--- src/rtl/ysyx_25020047_arb_pkg.sv ---
// ysyx_25020047_arb_pkg: shared encodings and constants for the IFU/LSU memory arbiter
//   ST_*      : sequencer states (IDLE, ISSUE, WAIT)
//   OWN_*     : which requester owns the outstanding transaction
//   wd_width  : watchdog counter width, clog2(TIMEOUT+1), never below 1 bit
package ysyx_25020047_arb_pkg;

    localparam logic [1:0] ST_IDLE  = 2'd0;
    localparam logic [1:0] ST_ISSUE = 2'd1;
    localparam logic [1:0] ST_WAIT  = 2'd2;

    localparam logic [1:0] OWN_NONE = 2'd0;
    localparam logic [1:0] OWN_IFU  = 2'd1;
    localparam logic [1:0] OWN_LSU  = 2'd2;

    localparam int DEF_TIMEOUT = 255;

    function automatic int wd_width(input int t);
        return (t < 1) ? 1 : $clog2(t + 1);
    endfunction

endpackage

--- src/rtl/ysyx_25020047_arb_pick.sv ---
// ysyx_25020047_arb_pick: combinational winner select between IFU and LSU
//   ifu_valid, lsu_valid : pending requests
//   rr                   : round-robin pointer, 0 = IFU next, 1 = LSU next (ARB_RR_EN only)
//   grant                : one-hot {lsu, ifu}
// ARB_RR_EN defined selects round-robin on contention; otherwise LSU has fixed priority.
module ysyx_25020047_arb_pick
    import ysyx_25020047_arb_pkg::*;
(
    input  logic       ifu_valid,
    input  logic       lsu_valid,
`ifdef ARB_RR_EN
    input  logic       rr,
`endif
    output logic [1:0] grant
);

`ifdef ARB_RR_EN
    always_comb grant = (ifu_valid && lsu_valid) ? (rr ? 2'b10 : 2'b01) : {lsu_valid, ifu_valid};
`else
    always_comb grant = lsu_valid ? 2'b10 : {1'b0, ifu_valid};
`endif

endmodule

--- src/rtl/ysyx_25020047_mem_arb.sv ---
// ysyx_25020047_mem_arb: serialises IFU and LSU requests onto one memory port, one transaction at a time
//   clk, rst (sync, active-low)
//   ifu_req_*/ifu_resp_*/ifu_rdata : instruction fetch port (read only)
//   lsu_req_*/lsu_resp_*/lsu_rdata, lsu_wen/addr/wdata/wmask : load/store port
//   mem_req_*/mem_resp_*, mem_wen/addr/wdata/wmask, mem_rdata : shared memory port
//   busy : a transaction is in flight
// ARB_RR_EN defined enables round-robin arbitration (default: LSU > IFU).
module ysyx_25020047_mem_arb
    import ysyx_25020047_arb_pkg::*;
#(
    parameter int AW      = 32,
    parameter int DW      = 32,
    parameter int TIMEOUT = DEF_TIMEOUT
) (
    input  logic          clk,
    input  logic          rst,
    input  logic          ifu_req_valid,
    output logic          ifu_req_ready,
    input  logic [AW-1:0] ifu_addr,
    output logic          ifu_resp_valid,
    output logic [DW-1:0] ifu_rdata,
    output logic          ifu_resp_err,
    input  logic          lsu_req_valid,
    output logic          lsu_req_ready,
    input  logic          lsu_wen,
    input  logic [AW-1:0] lsu_addr,
    input  logic [DW-1:0] lsu_wdata,
    input  logic [3:0]    lsu_wmask,
    output logic          lsu_resp_valid,
    output logic [DW-1:0] lsu_rdata,
    output logic          lsu_resp_err,
    output logic          mem_req_valid,
    input  logic          mem_req_ready,
    output logic          mem_wen,
    output logic [AW-1:0] mem_addr,
    output logic [DW-1:0] mem_wdata,
    output logic [3:0]    mem_wmask,
    input  logic          mem_resp_valid,
    input  logic [DW-1:0] mem_rdata,
    output logic          busy
);

    localparam int WW = wd_width(TIMEOUT);

    logic [1:0]    state;
    logic [1:0]    owner;
    logic [WW-1:0] wd;
    logic [1:0]    grant;
    logic          idle;
    logic          expire;
    logic          finish;

`ifdef ARB_RR_EN
    logic rr;
`endif

    ysyx_25020047_arb_pick u_pick (
        .ifu_valid (ifu_req_valid),
        .lsu_valid (lsu_req_valid),
`ifdef ARB_RR_EN
        .rr        (rr),
`endif
        .grant     (grant)
    );

    assign idle          = state == ST_IDLE;
    assign busy          = !idle;
    assign ifu_req_ready = idle && grant[0];
    assign lsu_req_ready = idle && grant[1];
    assign mem_req_valid = state == ST_ISSUE;
    // A response in the expiry cycle takes precedence over the error.
    assign expire        = (TIMEOUT != 0) && (wd == WW'(TIMEOUT - 1));
    assign finish        = mem_resp_valid || expire;

    always_ff @(posedge clk) begin
        if (!rst) begin
            state          <= ST_IDLE;
            owner          <= OWN_NONE;
            wd             <= '0;
            ifu_resp_valid <= 1'b0;
            ifu_resp_err   <= 1'b0;
            ifu_rdata      <= '0;
            lsu_resp_valid <= 1'b0;
            lsu_resp_err   <= 1'b0;
            lsu_rdata      <= '0;
            mem_wen        <= 1'b0;
            mem_addr       <= '0;
            mem_wdata      <= '0;
            mem_wmask      <= '0;
        end else begin
            ifu_resp_valid <= 1'b0;
            ifu_resp_err   <= 1'b0;
            lsu_resp_valid <= 1'b0;
            lsu_resp_err   <= 1'b0;
            case (state)
                ST_IDLE: begin
                    if (grant != 2'b00) begin
                        state     <= ST_ISSUE;
                        owner     <= grant[1] ? OWN_LSU : OWN_IFU;
                        mem_wen   <= grant[1] && lsu_wen;
                        mem_addr  <= grant[1] ? lsu_addr : ifu_addr;
                        mem_wdata <= grant[1] ? lsu_wdata : '0;
                        mem_wmask <= grant[1] ? lsu_wmask : 4'b0000;
                    end
                end
                ST_ISSUE: begin
                    if (mem_req_ready) begin
                        state <= ST_WAIT;
                        wd    <= '0;
                    end
                end
                ST_WAIT: begin
                    if (finish) begin
                        state <= ST_IDLE;
                        owner <= OWN_NONE;
                        if (owner == OWN_LSU) begin
                            lsu_resp_valid <= 1'b1;
                            lsu_resp_err   <= !mem_resp_valid;
                            lsu_rdata      <= (mem_resp_valid && !mem_wen) ? mem_rdata : '0;
                        end
                        if (owner == OWN_IFU) begin
                            ifu_resp_valid <= 1'b1;
                            ifu_resp_err   <= !mem_resp_valid;
                            ifu_rdata      <= mem_resp_valid ? mem_rdata : '0;
                        end
                    end else if (TIMEOUT != 0 && wd != '1) begin
                        wd <= wd + WW'(1);
                    end
                end
                default: state <= ST_IDLE;
            endcase
        end
    end

`ifdef ARB_RR_EN
    // Pointer flips to whichever requester was not just served.
    always_ff @(posedge clk) begin
        if (!rst)
            rr <= 1'b0;
        else if (idle && grant != 2'b00)
            rr <= grant[0];
    end
`endif

endmodule

--- config.mk ---
export PLATFORM = sky130hd
export DESIGN_NAME = ysyx_25020047_mem_arb
export DESIGN_NICKNAME = d
export VERILOG_FILES = /design/src/rtl/ysyx_25020047_arb_pkg.sv /design/src/rtl/ysyx_25020047_arb_pick.sv /design/src/rtl/ysyx_25020047_mem_arb.sv
export SDC_FILE = /design/constraint.sdc
export NUM_CORES = 1
export LEC_CHECK = 0
export CAP_MARGIN = 40
export CORE_ASPECT_RATIO = 0.75
export CORE_MARGIN = 3
export CORE_UTILIZATION = 43
export CTS_CLUSTER_DIAMETER = 120
export DETAILED_ROUTE_END_ITERATION = 16
export MAX_ROUTING_LAYER = met4
export PLACE_DENSITY = 0.86
export SETUP_SLACK_MARGIN = 0.1
export SYNTH_ARGS = -nofsm -noshare
export SYNTH_HDL_FRONTEND = slang
export SYNTH_SLANG_ARGS = --single-unit
--- constraint.sdc ---
create_clock -name clk -period 5 [get_ports clk]
set_input_delay 1.5 -clock clk [delete_from_list [all_inputs] [get_ports clk]]
set_output_delay 1.5 -clock clk [all_outputs]
set_load 0.05 [all_outputs]
# Word-level counts from Yosys, hierarchy flattened
# Index checks and enable logic that the tools add are counted.
# word_totals
register_bits,149
input_bits,139
out_inout_bits,141
elab_cells,65
# classes
addsub,1
n_eq_ne,11
n_mux,19
reduce_logical,21
# ops
op,n
$mux 32,4
$mux 8,3
$pmux 8 s2,1
$reduce_and 3->1,5
$mux 2,6
$reduce_and 4->1,3
$add 8x1->8 const B,1
$eq 8x8->1 const B,1
$ne 8x8->1 const B,1
$ne 2x2->1 const B,3
$pmux 2 s3,1
$reduce_bool 2->1,3
$eq 2x1->1 const B,2
$eq 2x2->1 const B,2
$logic_and 1x1->1,4
$mux 4,1
$ne 2x1->1 const B,2
$pmux 2 s2,1
$logic_not 1->1,3
$logic_not 2->1,1
$mux 1,2
$reduce_and 2->1,1
$logic_or 1x1->1,1

# Logic depth before layout (Yosys ltp)
# Gate-level depths: netlist (run 1).
# logic_depth
depth_word,4
ltp_mapped,7
ltp_nobuf,6

# By module
# Synthesis (run 1) repeated with hierarchy kept, for this count alone.
# hier_totals
hier_cells,576
area_unflattened_um2,5734.2
# modules_own_cells
mod,instances,cells_per_inst,area_per_inst_um2,seq_area_each_um2
ysyx_25020047_mem_arb,1,574,5713.0,2982.9
ysyx_25020047_arb_pick,1,2,21.3,0.0

# Worst setup path before layout (run 1)
# OpenSTA, ideal clock, no wires.
# synth_timing
path_kind,input -> output
from,input lsu_req_valid
to,output ifu_req_ready
t_arrival_ps,2858
required_time_ps,3500
slack_ps,642
stages,2
path_buffers,1
cell_sequence,buf_2 nor3b_1
# synth_via
elab_chain_cells,2
# synth_lines
item,line_no,text
"start, declared",ysyx_25020047_mem_arb.sv:23,"input logic lsu_req_valid,"
$mux 2,ysyx_25020047_arb_pick.sv:20,"always_comb grant = lsu_valid ? 2'b10 : {1'b0, ifu_valid};"
$logic_and 1x1->1,ysyx_25020047_mem_arb.sv:68,assign ifu_req_ready = idle && grant[0];
"end, declared",ysyx_25020047_mem_arb.sv:18,"output logic ifu_req_ready,"
# No other way between the ends.

# Worst setup path after layout (run 1)
# layout_timing
from,input ifu_req_valid
to,output ifu_req_ready
# layout_via
elab_chain_cells,2
# layout_lines
item,line_no,text
"start, declared",ysyx_25020047_mem_arb.sv:17,"input logic ifu_req_valid,"
$mux 2,ysyx_25020047_arb_pick.sv:20,
$logic_and 1x1->1,ysyx_25020047_mem_arb.sv:68,
# No other way between the ends.

==> results of run 1 <==
-- path summary, 6_finish.rpt --
kind,depth (start not counted),to
min reg2reg,1,lsu_rdata[22]
max reg2reg,5,mem_addr[26]
max,3,ifu_req_ready
min,1,lsu_rdata[22]
-- metrics by stage --
stage               worst slack (ns)  power, W  instances  utilization  instance area, um^2
floorplan                      0.642   0.00167        514            -                 5550
global placement                1.03   0.00192        923        0.674                 8380
detailed placement             0.958   0.00194        924        0.675                 8400
CTS                            0.950   0.00327        956        0.725                 9020
global route                   0.846   0.00336        956        0.725                 9020
finish                         0.936   0.00325        956        0.725                 9020
-- power breakdown --
part / leakage, nW / total (W) / internal, W / switching [W]
Clock: 0.305 / 0.00134 / 0.000801 / 0.000538
Combinational: 1.93 / 0.000635 / 0.000261 / 0.000375
Sequential: 1.21 / 0.00127 / 0.00124 / 0.0000323
Total: 3.45 / 0.00325 / 0.00230 / 0.000945
-- area by class of cell --
type / count / area, um^2
inverter: 5 / 18.8
clock inverter: 15 / 194
timing repair buffer: 288 / 2880
tap: 166 / 208
clock buffer: 17 / 425
multi-input combinational: 316 / 2320
sequential: 149 / 2980
fill: 880 / 3420
-- cells in the mapped netlist, types with 2 or more instances --
library cell	instances
nor3b_1	2
a22o_1	64
a21oi_1	7
o21ai_0	2
a22oi_2	20
nor2b_1	4
buf_6	4
nand2b_1	3
nor2_2	2
or3_1	3
nand3_1	11
nand2_1	5
buf_2	25
dfxtp_1	149
ha_1	2
buf_4	6
o211ai_1	3
inv_1	4
nor2_1	77
a22oi_1	17
a211oi_1	32
o21a_1	4
a31oi_1	2
or2_1	2
clkbuf_1	9
and3_1	2
mux2i_1	33
-- registers in the layout, indices dropped and copies added, names as in the netlist --
signal / flops
lsu_resp_valid: 1
mem_wdata: 32
owner: 2
lsu_rdata: 32
mem_wmask: 4
wd: 8
ifu_resp_err: 1
mem_addr: 32
lsu_resp_err: 1
state: 2
ifu_rdata: 32
mem_wen: 1
ifu_resp_valid: 1
-- cell families (layout without fill, tap and decap cells) --
logic type	after synthesis	in the layout	synth area share
AO/OA/AOI/OAI	162	162	0.251
flip-flops	149	149	0.538
AND/OR/NAND/NOR	119	119	0.0990
buffers and inverters	49	325	0.0482
multiplexers	33	33	0.0595
adder cells (fa/ha/maj)	2	2	0.00451
-- metal layers --
metal / global-route usage / vias up
li1: - / 2427
met3: 0.0546 / 31
met1: 0.298 / 2501
met4: 0.0791 / 0
met5: - / -
met2: 0.437 / 191
-- critical path: cells and delay by family --
kind                   cells  cell delay, ns
buffers and inverters      2            0.74
AND/OR/NAND/NOR            1            0.32
==> results list, run 1 <==
- Static leakage: 3.45 nW
- For this run, the detailed router's first-pass iteration total came to 5.
- Number of endpoints with negative hold slack in the final report: 0
- Routability congestion estimate from global placement: 0.865
* Number of CTS-inserted buffers: 17
* Setup tns final: 0 ns
- Core area: 12400 um^2
* CTS-repair resized insts: 0
- Worst-path fanout max: 2
* Die span in x: 137 um
- Min-Delay Path Class: register to register
- Result of the run: complete, no violations
- Global-route wire length before repair: 28300 um
- Die Y-Extent: 104 um
- Stage delay of the slowest cell on the critical path: 0.47 ns
- Among all stages on the critical path, the largest delay is contributed by clkdlybuf4s50_1.
* Flip-flop and latch count after synthesis: 149
- The worst setup path is of the primary input to output port kind.
- A synthesized cell averages 10.8 um^2.
* Worst setup path startpoint: ifu_req_valid
- Area enclosed by the die boundary: 14300 um^2
* Grt ovf: 0
- Setup Viol. Count Final: 0
- Counting distinct cell types in the post-synthesis netlist gives 47.
* Number of synthesized flops with an enable pin: 0
- Routed signal wires occupy layers up through met4.
- Cell-by-cell listing of the critical path: clkdlybuf4s50_1 -> nor3b_1 -> buf_4
- Setup repair after global routing left no endpoint under its margin.
- Clock-pin transition on the worst setup and hold timing paths: 0.06 ns
* Count of boundary I/O pins: 280
- Sequential element share of the synthesized area: 0.538
- In the global route stage, overall resource usage came out at 0.255.
- The library cell used most frequently in the layout, excluding fill and tap cells, is clkdlybuf4s50_1.
- At the pin with the least slew margin, the transition time is 0.834 ns.
- Hold-fix buffers, CTS: 0
- Detailed Route WL: 17700 um
- Leading area contributor after synthesis: dfxtp_1
- Clock sink count: 149
- Half-perimeter wire length of the detailed placement result: 13200 um
- The count of nets left with antenna violations once routing finished came out at 0.
* Setup repair bufs after CTS: 0
- Summed instance area of the synthesized netlist: 5550 um^2
- Summed over all nets, wire length on met2 after detailed routing comes to 9270 um.
- In this run the register-to-register setup slack is 2.80 ns.
* Buffers from clock root to sink, at most: 2
- Of the post-synthesis cell area, the dominant cell type holds 0.538.
- Counting every instance in the synthesized netlist gives 514.
- Count of unresolved DRC violations after routing: 0
* Fin. max-slew vios: 0
- Via count of the first global-routing pass: 5387
* Worst-case clock skew: 0.0120 ns
- Counting every net in the synthesized netlist gives 655.
- Measured against its own limit, the worst slew margin works out to 0.443.
- The tightest hold path in the finished design has a slack of 0.478 ns.
- Largest net degree at the start of global routing: 48
- Share of layout cells above drive strength 1: 0.0975
* Max Freq: 246 MHz
- Of all flip-flops after synthesis, the portion carrying an async set or reset was 0.
- Share of the cycle needed by the critical path after routing: 0.813
* Clock tree from TritonCTS: done
* Max-Cap Viols: 0
* Cell chosen for the clock root: clkbuf_16
- For this block, the initial DRC count from the detailed router was 361.
* Layout Area Growth over Synthesis: 62.5%
* Most used cells in the layout excluding fill and tap cells: clkdlybuf4s50_1, dfxtp_1, nor2_1, a22o_1, mux2i_1
- Total via count in the routed design: 5150
- Placement row count: 35
- ANT cells: 0
* CP Capture Type: output port
- After layout, the minimum clock period comes to 4.06 ns.
- IO Port Bufs: 279
- After detailed routing, the met3 layer carries 986 um of wire.
- Start of the worst register-to-register path: state[1]
- Initial standard-cell utilization of the core: 0.446
* Vias per inst: 5.39
- Across the VDD grid, the largest voltage drop is 0.289 mV.
- WP data required: 3.50 ns
- Number of nets in the final layout: 918
- The H-tree was split into 4 levels.
- After detailed routing, the wire length on met1 is 7040 um.
- Routed len/inst: 18.5 um
- In this run the most critical hold path is launched from lsu_rdata[22].
* Power density over the cells: 360 nW/um^2
* Number of antenna violations at the first check in global routing: 0
- Among all flip-flop cells after synthesis, the most frequent one is dfxtp_1.
* Top post-synthesis cells by area: dfxtp_1, a22o_1, mux2i_1
- At the worst endpoint, the arrival time is 2.56 ns.
- During synthesis, Yosys emitted a total of 0 warnings.
- At the later pin of the worst-skew pair, clock insertion delay measures 0.41 ns.
- Crit path launch type: primary input
Power figures use the tool's default switching activity.
==> inputs of run 2 (changes only) <==
Settings changed: CORE_UTILIZATION 43 to 36, PLACE_DENSITY 0.86 to 0.77.
Clock period 5 ns to 3.3 ns, I/O delays scaled along.
==> run 2 against run 1 <==
Net effect: cell count rose by 3.8%; via count fell by 0.70%; routed wire length rose by 1.3%; first-iteration DRC count fell by 28%; clock skew barely moved; clock power rose by 36%; worst hold slack got worse by 0.0027 ns; sequential power rose by 52%; largest cell class unchanged; worst setup slack got worse by 0.60 ns; utilization fell by 11 points; global-route usage fell by 4.5 points; total power rose by 45%.
==> results list, run 2 (synthesis gave the netlist of run 1 again) <==
- The run finished with clean final reports.
- Power density over the cells: 522 nW/um^2 (+45%)
- The routed via count was 5114 (-0.70%).
- The reported net switching power came to 0.00144 W (+53%).
* Transition time at the pin with the least slew margin: 0.785 ns (-0.0494 ns)
* Die Y-Extent: 114 um (+8.8%)
- Number of nets in the final layout: 920 (+0.22%)
- STA classifies the critical path startpoint as a primary input.
- Clock sink count: 149 (unchanged)
- The max-capacitance violation count is 0 (unchanged).
* # fillers: 1205 (+37%)
* Via count of the first global-routing pass: 5338 (-0.91%)
* Level count of the clock H-tree: 4 (unchanged)
- The post-CTS clock slew at the launch and capture registers of the worst setup and hold paths was 0.06 ns (about the same).
* Most frequent standard cell in the layout excluding fill and tap cells: clkdlybuf4s50_1
* Setup repair bufs after CTS: 0 (unchanged)
- The top-level port count came to 280 (unchanged).
- Share of power burned in combinational logic: 0.206 (+0.010)
- Type of the setup path with the least slack: primary input to output port
- Share of the cycle needed by the critical path after routing: 0.897
* Cell area after placement: 8490 um^2 (+1.0%)
- Unrepaired setup endpoints after global routing: no
* Largest net degree at the start of global routing: 65 (+35%)
- Setup tns final: 0 ns (unchanged)
* Cell chosen for the clock root: clkbuf_16
- The maximum fanout along the worst path is 2 (unchanged).
- The site row count was 38 (+8.6%).
* Iteration-0 DRC count of the detailed router: 260 (-28%)
* Internal: 0.00328 W (+42%)
* Crit path arrival time: 1.97 ns (-0.59 ns)
- CP Capture Type: output port
- Final Core Density: 0.612 (-0.113)
* Buffers from clock root to sink, at most: 2 (unchanged)
- The final number of hold-violating endpoints is 0 (unchanged).
- Share of layout cells above drive strength 1: 0.101 (+0.00354)
- The path class of the tightest hold or removal check is register to register.
- TritonCTS built the clock tree.
- The width of the chip is 149 um (+8.9%).
- The number of port buffers came to 279 (unchanged).
* Global-route wire length before repair: 28000 um (-0.88%)
* Sequential cell area: 2980 um^2 (unchanged)
* Most used cells in the layout excluding fill and tap cells: clkdlybuf4s50_1, dfxtp_1, nor2_1, a22o_1, mux2i_1
- Static leakage: 3.43 nW (-0.34%)
* Initial standard-cell utilization of the core: 0.375 (-0.0709)
- Peak supply drop: 0.384 mV (+33%)
- The total setup violations reported at the end of the flow is 0 (unchanged).
- The cts-stage hold buffer count came to 0 (unchanged).
- Number of CTS-inserted buffers: 17 (unchanged)
- The final weighted congestion in routability-driven placement is 0.892 (+3.0%).
* Layout Area Growth over Synthesis: 63.1%
- Multi-input combinational cell area: 2320 um^2 (+0.22%)
- Core area: 14800 um^2 (+19%)
- Clk pwr share: 0.385 (-0.027)
- Half-perimeter wire length of the detailed placement result: 13500 um (+2.7%)
- The count of TritonRoute iterations in the first routing pass came to 4 (-1).
* Relative max-transition margin: 0.476 (+0.0330)
* Aggregate global-route resource usage: 0.211 (-0.0445)
* Final std cell area, no fill: 9050 um^2 (+0.33%)
* Overall power consumption: 0.00472 W (+45%)
- Counting I/O delays and the setup requirement, the final critical path takes 2.96 ns.
- Clock insertion delay at the later pin of the skew report: 0.41 ns (about the same)
* Post-route ant nets: 0 (unchanged)
- ANT cells: 0 (unchanged)
* Fin. max-slew vios: 0 (unchanged)
* Grt ovf: 0 (unchanged)
- Number of antenna violations at the first check in global routing: 0 (unchanged)
- Detailed Route WL: 17900 um (+1.3%)
- The largest clock skew in the final design came to 0.0122 ns (+0.000118 ns).
* WP data required: 2.31 ns (-1.19 ns)
- Timing would allow up to 338 MHz.
- The number of gates resized after CTS was 0 (unchanged).
- Fin Hold WS: 0.475 ns (-0.00272 ns)
- The vias per cell was 5.16 (-4.3%).
* Routed len/inst: 18.1 um (-2.3%)
- Switch share: 0.305 (+0.0144)
- Part of the total power dissipated in sequential elements: 0.409 (+0.017)
- The die outline area was 17000 um^2 (+18%).
- The DRC violations left was 0 (unchanged).
==> run 2: cell type report <==
type | instances | share of cell area
clock buffers | 17 | 0.0470
well taps | 200 | 0.0277
flip-flops and latches | 149 | 0.330
multi-input cells | 316 | 0.256
inverters | 5 | 0.00207
repair buffers | 290 | 0.322
clock inverters | 15 | 0.0151
==> run 2: layer usage <==
layer	share of wire	GRT usage	vias to the layer above
li1	-	-	2441
met1	0.41	0.250	2457
met2	0.52	0.369	191
met3	0.054	0.0389	25
met4	0.015	0.0585	0
met5	0	-	-
==> run 2: metrics by stage <==
step	cells	setup WS, ns
final	992	0.341
after global routing	992	0.297
after CTS	992	0.348
after detailed placement	960	0.355
after global placement	959	0.395
after floorplan	514	0.479
==> run 2: critical path: stages <==
cell and delay (ns):
clkdlybuf4s50_1 0.50, nor3b_2 0.30, buf_12 0.18
==> run 2: power groups by stage <==
stage / clock, W / sequential [W] / combinational (W)
floorplan: 0 / 0.00224 / 0.000298
global placement: 0 / 0.00197 / 0.000952
detailed placement: 0 / 0.00197 / 0.000976
CTS: 0.00187 / 0.00193 / 0.000979
global route: 0.00193 / 0.00194 / 0.00102
finish: 0.00182 / 0.00193 / 0.000973
==> run 2: final timing paths <==
path	endpoint	slack, ns	cells after the start	from
max	ifu_req_ready	0.34	3	ifu_req_valid
min	lsu_rdata[3]	0.48	1	lsu_rdata[3]
max reg2reg	ifu_rdata[17]	1.24	7	wd[0]
min reg2reg	lsu_rdata[3]	0.48	1	lsu_rdata[3]
==> inputs of run 3 (changes only) <==
Settings changed: CORE_MARGIN 3 to 1.
==> run 3 against run 2 <==
Net effect: critical path depth unchanged; clock skew decreased by 0.0050 ns; total power increased by 2.3%; critical path type unchanged; largest cell class unchanged.
==> results list, run 3 (synthesis gave the netlist of run 1 again) <==
* Post-route ant nets: 0 (unchanged)
- CTS-repair resized insts: 0 (unchanged)
* Crit path launch type: primary input
- The final total power is 0.00483 W (+2.3%).
- The count of nets after finishing was 923 (+0.33%).
- Max-Cap Viols: 0 (unchanged)
* Number of endpoints with negative hold slack in the final report: 0 (unchanged)
- The final weighted congestion in routability-driven placement came to 0.822 (-7.8%).
- The internal reg-to-reg setup slack came to 1.23 ns (about the same).
- The post-layout worst setup margin is 0.394 ns (+0.0531 ns).
* Buffers from clock root to sink, at most: 2 (unchanged)
- Static leakage: 3.46 nW (+0.69%)
- Result of the run: complete, no violations
- Number of CTS-inserted buffers: 17 (unchanged)
- STA classifies the critical path endpoint as an output port.
- The clock latency at the later pin of the worst-skew pair was 0.42 ns (about the same).
- Number of iterations in the first detailed-routing pass: 4 (unchanged)
- TritonCTS built the clock tree.
* Level count of the clock H-tree: 4 (unchanged)
- The worst relative slew slack is 0.596 (+0.121).
* # fillers: 1203 (-0.17%)
- The site row count came to 38 (unchanged).
* Die span in x: 145 um (-2.7%)
- M3 GR Usage: 0.0606 (+0.0217)
* Final std cell area, no fill: 9090 um^2 (+0.41%)
* Global Route met2 Usage: 0.379 (+0.0101)
- Cell area after placement: 8500 um^2 (+0.12%)
* Aggregate global-route resource usage: 0.222 (+0.0115)
* Shortest period the worst path allows: 2.91 ns (-0.0531 ns)
- The die outline area was 15900 um^2 (-6.1%).
* Met1 track demand over resource in global routing: 0.249 (-0.000718)
* Layout Area Growth over Synthesis: 63.8%
- Unrepaired setup endpoints after global routing: no
- The min-delay analysis places its worst path in the category register to register.
* Max Freq: 344 MHz (+1.8%)
* Share of layout cells above drive strength 1: 0.102 (+0.000877)
* Crit path arrival time: 1.92 ns (-0.05 ns)
- Fin. max-slew vios: 0 (unchanged)
- Die Y-Extent: 110 um (-3.5%)
- Type of the setup path with the least slack: primary input to output port
* Setup Viol. Count Final: 0 (unchanged)
- Global-route wire length before repair: 26600 um (-5.1%)
- Peak supply drop: 0.375 mV (-2.3%)
- The detailed-route wire length came to 17100 um (-4.4%).
- Worst-path fanout max: 2 (unchanged)
* Transition time at the pin with the least slew margin: 0.605 ns (-0.180 ns)
- The maximum number of pins on one net before global-route repair came to 65 (unchanged).
- Routed len/inst: 17.2 um (-4.7%)
* Hold-fix buffers, CTS: 0 (unchanged)
- Setup repair bufs after CTS: 0 (unchanged)
- Final Core Density: 0.617 (+0.00452)
- Power density over the cells: 532 nW/um^2 (+1.9%)
- The portion of the clock cycle consumed by the worst path in the final layout was 0.881 (-0.0161).
- The via count of the first global-routing pass is 5168 (-3.2%).
- The initial DRC count came to 283 (+8.8%).
- The sum of overflow across all layers after global routing is 0 (unchanged).
- Clock sink count: 149 (unchanged)
- Vias per inst: 5.05 (-2.0%)
- The top-level port count is 280 (unchanged).
* ANT cells: 0 (unchanged)
- IO Port Bufs: 279 (unchanged)
- Count of unresolved DRC violations after routing: 0 (unchanged)
- Half-perimeter wire length of the detailed placement result: 12500 um (-7.6%)
- CTS placed an instance of clkbuf_16 at the clock tree root.
- The worst slack at placement came to 0.399 ns (+0.0443 ns).
- Most frequent standard cell in the layout excluding fill and tap cells: clkdlybuf4s50_1
- Number of antenna violations at the first check in global routing: 0 (unchanged)
- The post-CTS clock slew at the launch and capture registers of the worst setup and hold paths is 0.06 ns (about the same).
- In this run the most used layer during global routing was met2.
- Worst-case clock skew: 0.00715 ns (-0.00501 ns)
- Total via count in the routed design: 5028 (-1.7%)
* Most used cells in the layout excluding fill and tap cells: clkdlybuf4s50_1, dfxtp_1, nor2_1, a22o_1, mux2i_1
* WP data required: 2.31 ns (about the same)
* Setup tns final: 0 ns (unchanged)
* Initial standard-cell utilization of the core: 0.376 (+0.00121)
- Core area: 14700 um^2 (-0.32%)
## run 3: cell types whose count changed in the layout (fill, tap and decap cells not counted)
cell       before  now
buf_4           9   13
inv_6           5    1
bufinv_16       0    3
clkinv_2        2    5
inv_8           3    0
clkbuf_1        0    2
buf_12          4    3
clkinv_8        1    0
## run 3: path summary, 6_finish.rpt
| kind | start | endpoint | cells after the start |
|---|---|---|---|
| setup / recovery | ifu_req_valid | ifu_req_ready | 3 |
| hold reg to reg | lsu_rdata[1] | lsu_rdata[1] | 1 |
| hold / removal | lsu_rdata[1] | lsu_rdata[1] | 1 |
| setup reg to reg | wd[0] | ifu_rdata[5] | 7 |
## run 3: area by class of cell
class / count / area, um^2 / share of cell area
clock buffers: 19 / 433 / 0.0476
clock inverters: 13 / 156 / 0.0172
inverters: 5 / 18.8 / 0.00207
multi-input cells: 316 / 2320 / 0.255
flip-flops and latches: 149 / 2980 / 0.328
well taps: 200 / 250 / 0.0275
repair buffers: 293 / 2930 / 0.322
## run 3: where the power goes
group	switching (W)	total (W)	internal, W
Combinational	0.000564	0.000966	0.000402
Sequential	0.0000492	0.00193	0.00188
Clock	0.000749	0.00194	0.00119
## run 3: worst max-delay path, stage by stage
cell	delay [ns]
clkdlybuf4s50_1	0.47
nor3b_2	0.28
buf_12	0.18
## run 3: stage by stage
stage,cells,hold WS [ns]
finish,995,0.474
global route,995,0.487
detailed placement,963,0.458
global placement,962,0.456
CTS,995,0.475
floorplan,514,0.480
## run 3: metal layers
layer / up-vias / routed length [um]
met3: 39 / 779
met4: 0 / 486
met2: 156 / 8730
met1: 2388 / 7130
met5: - / 0
li1: 2445 / -
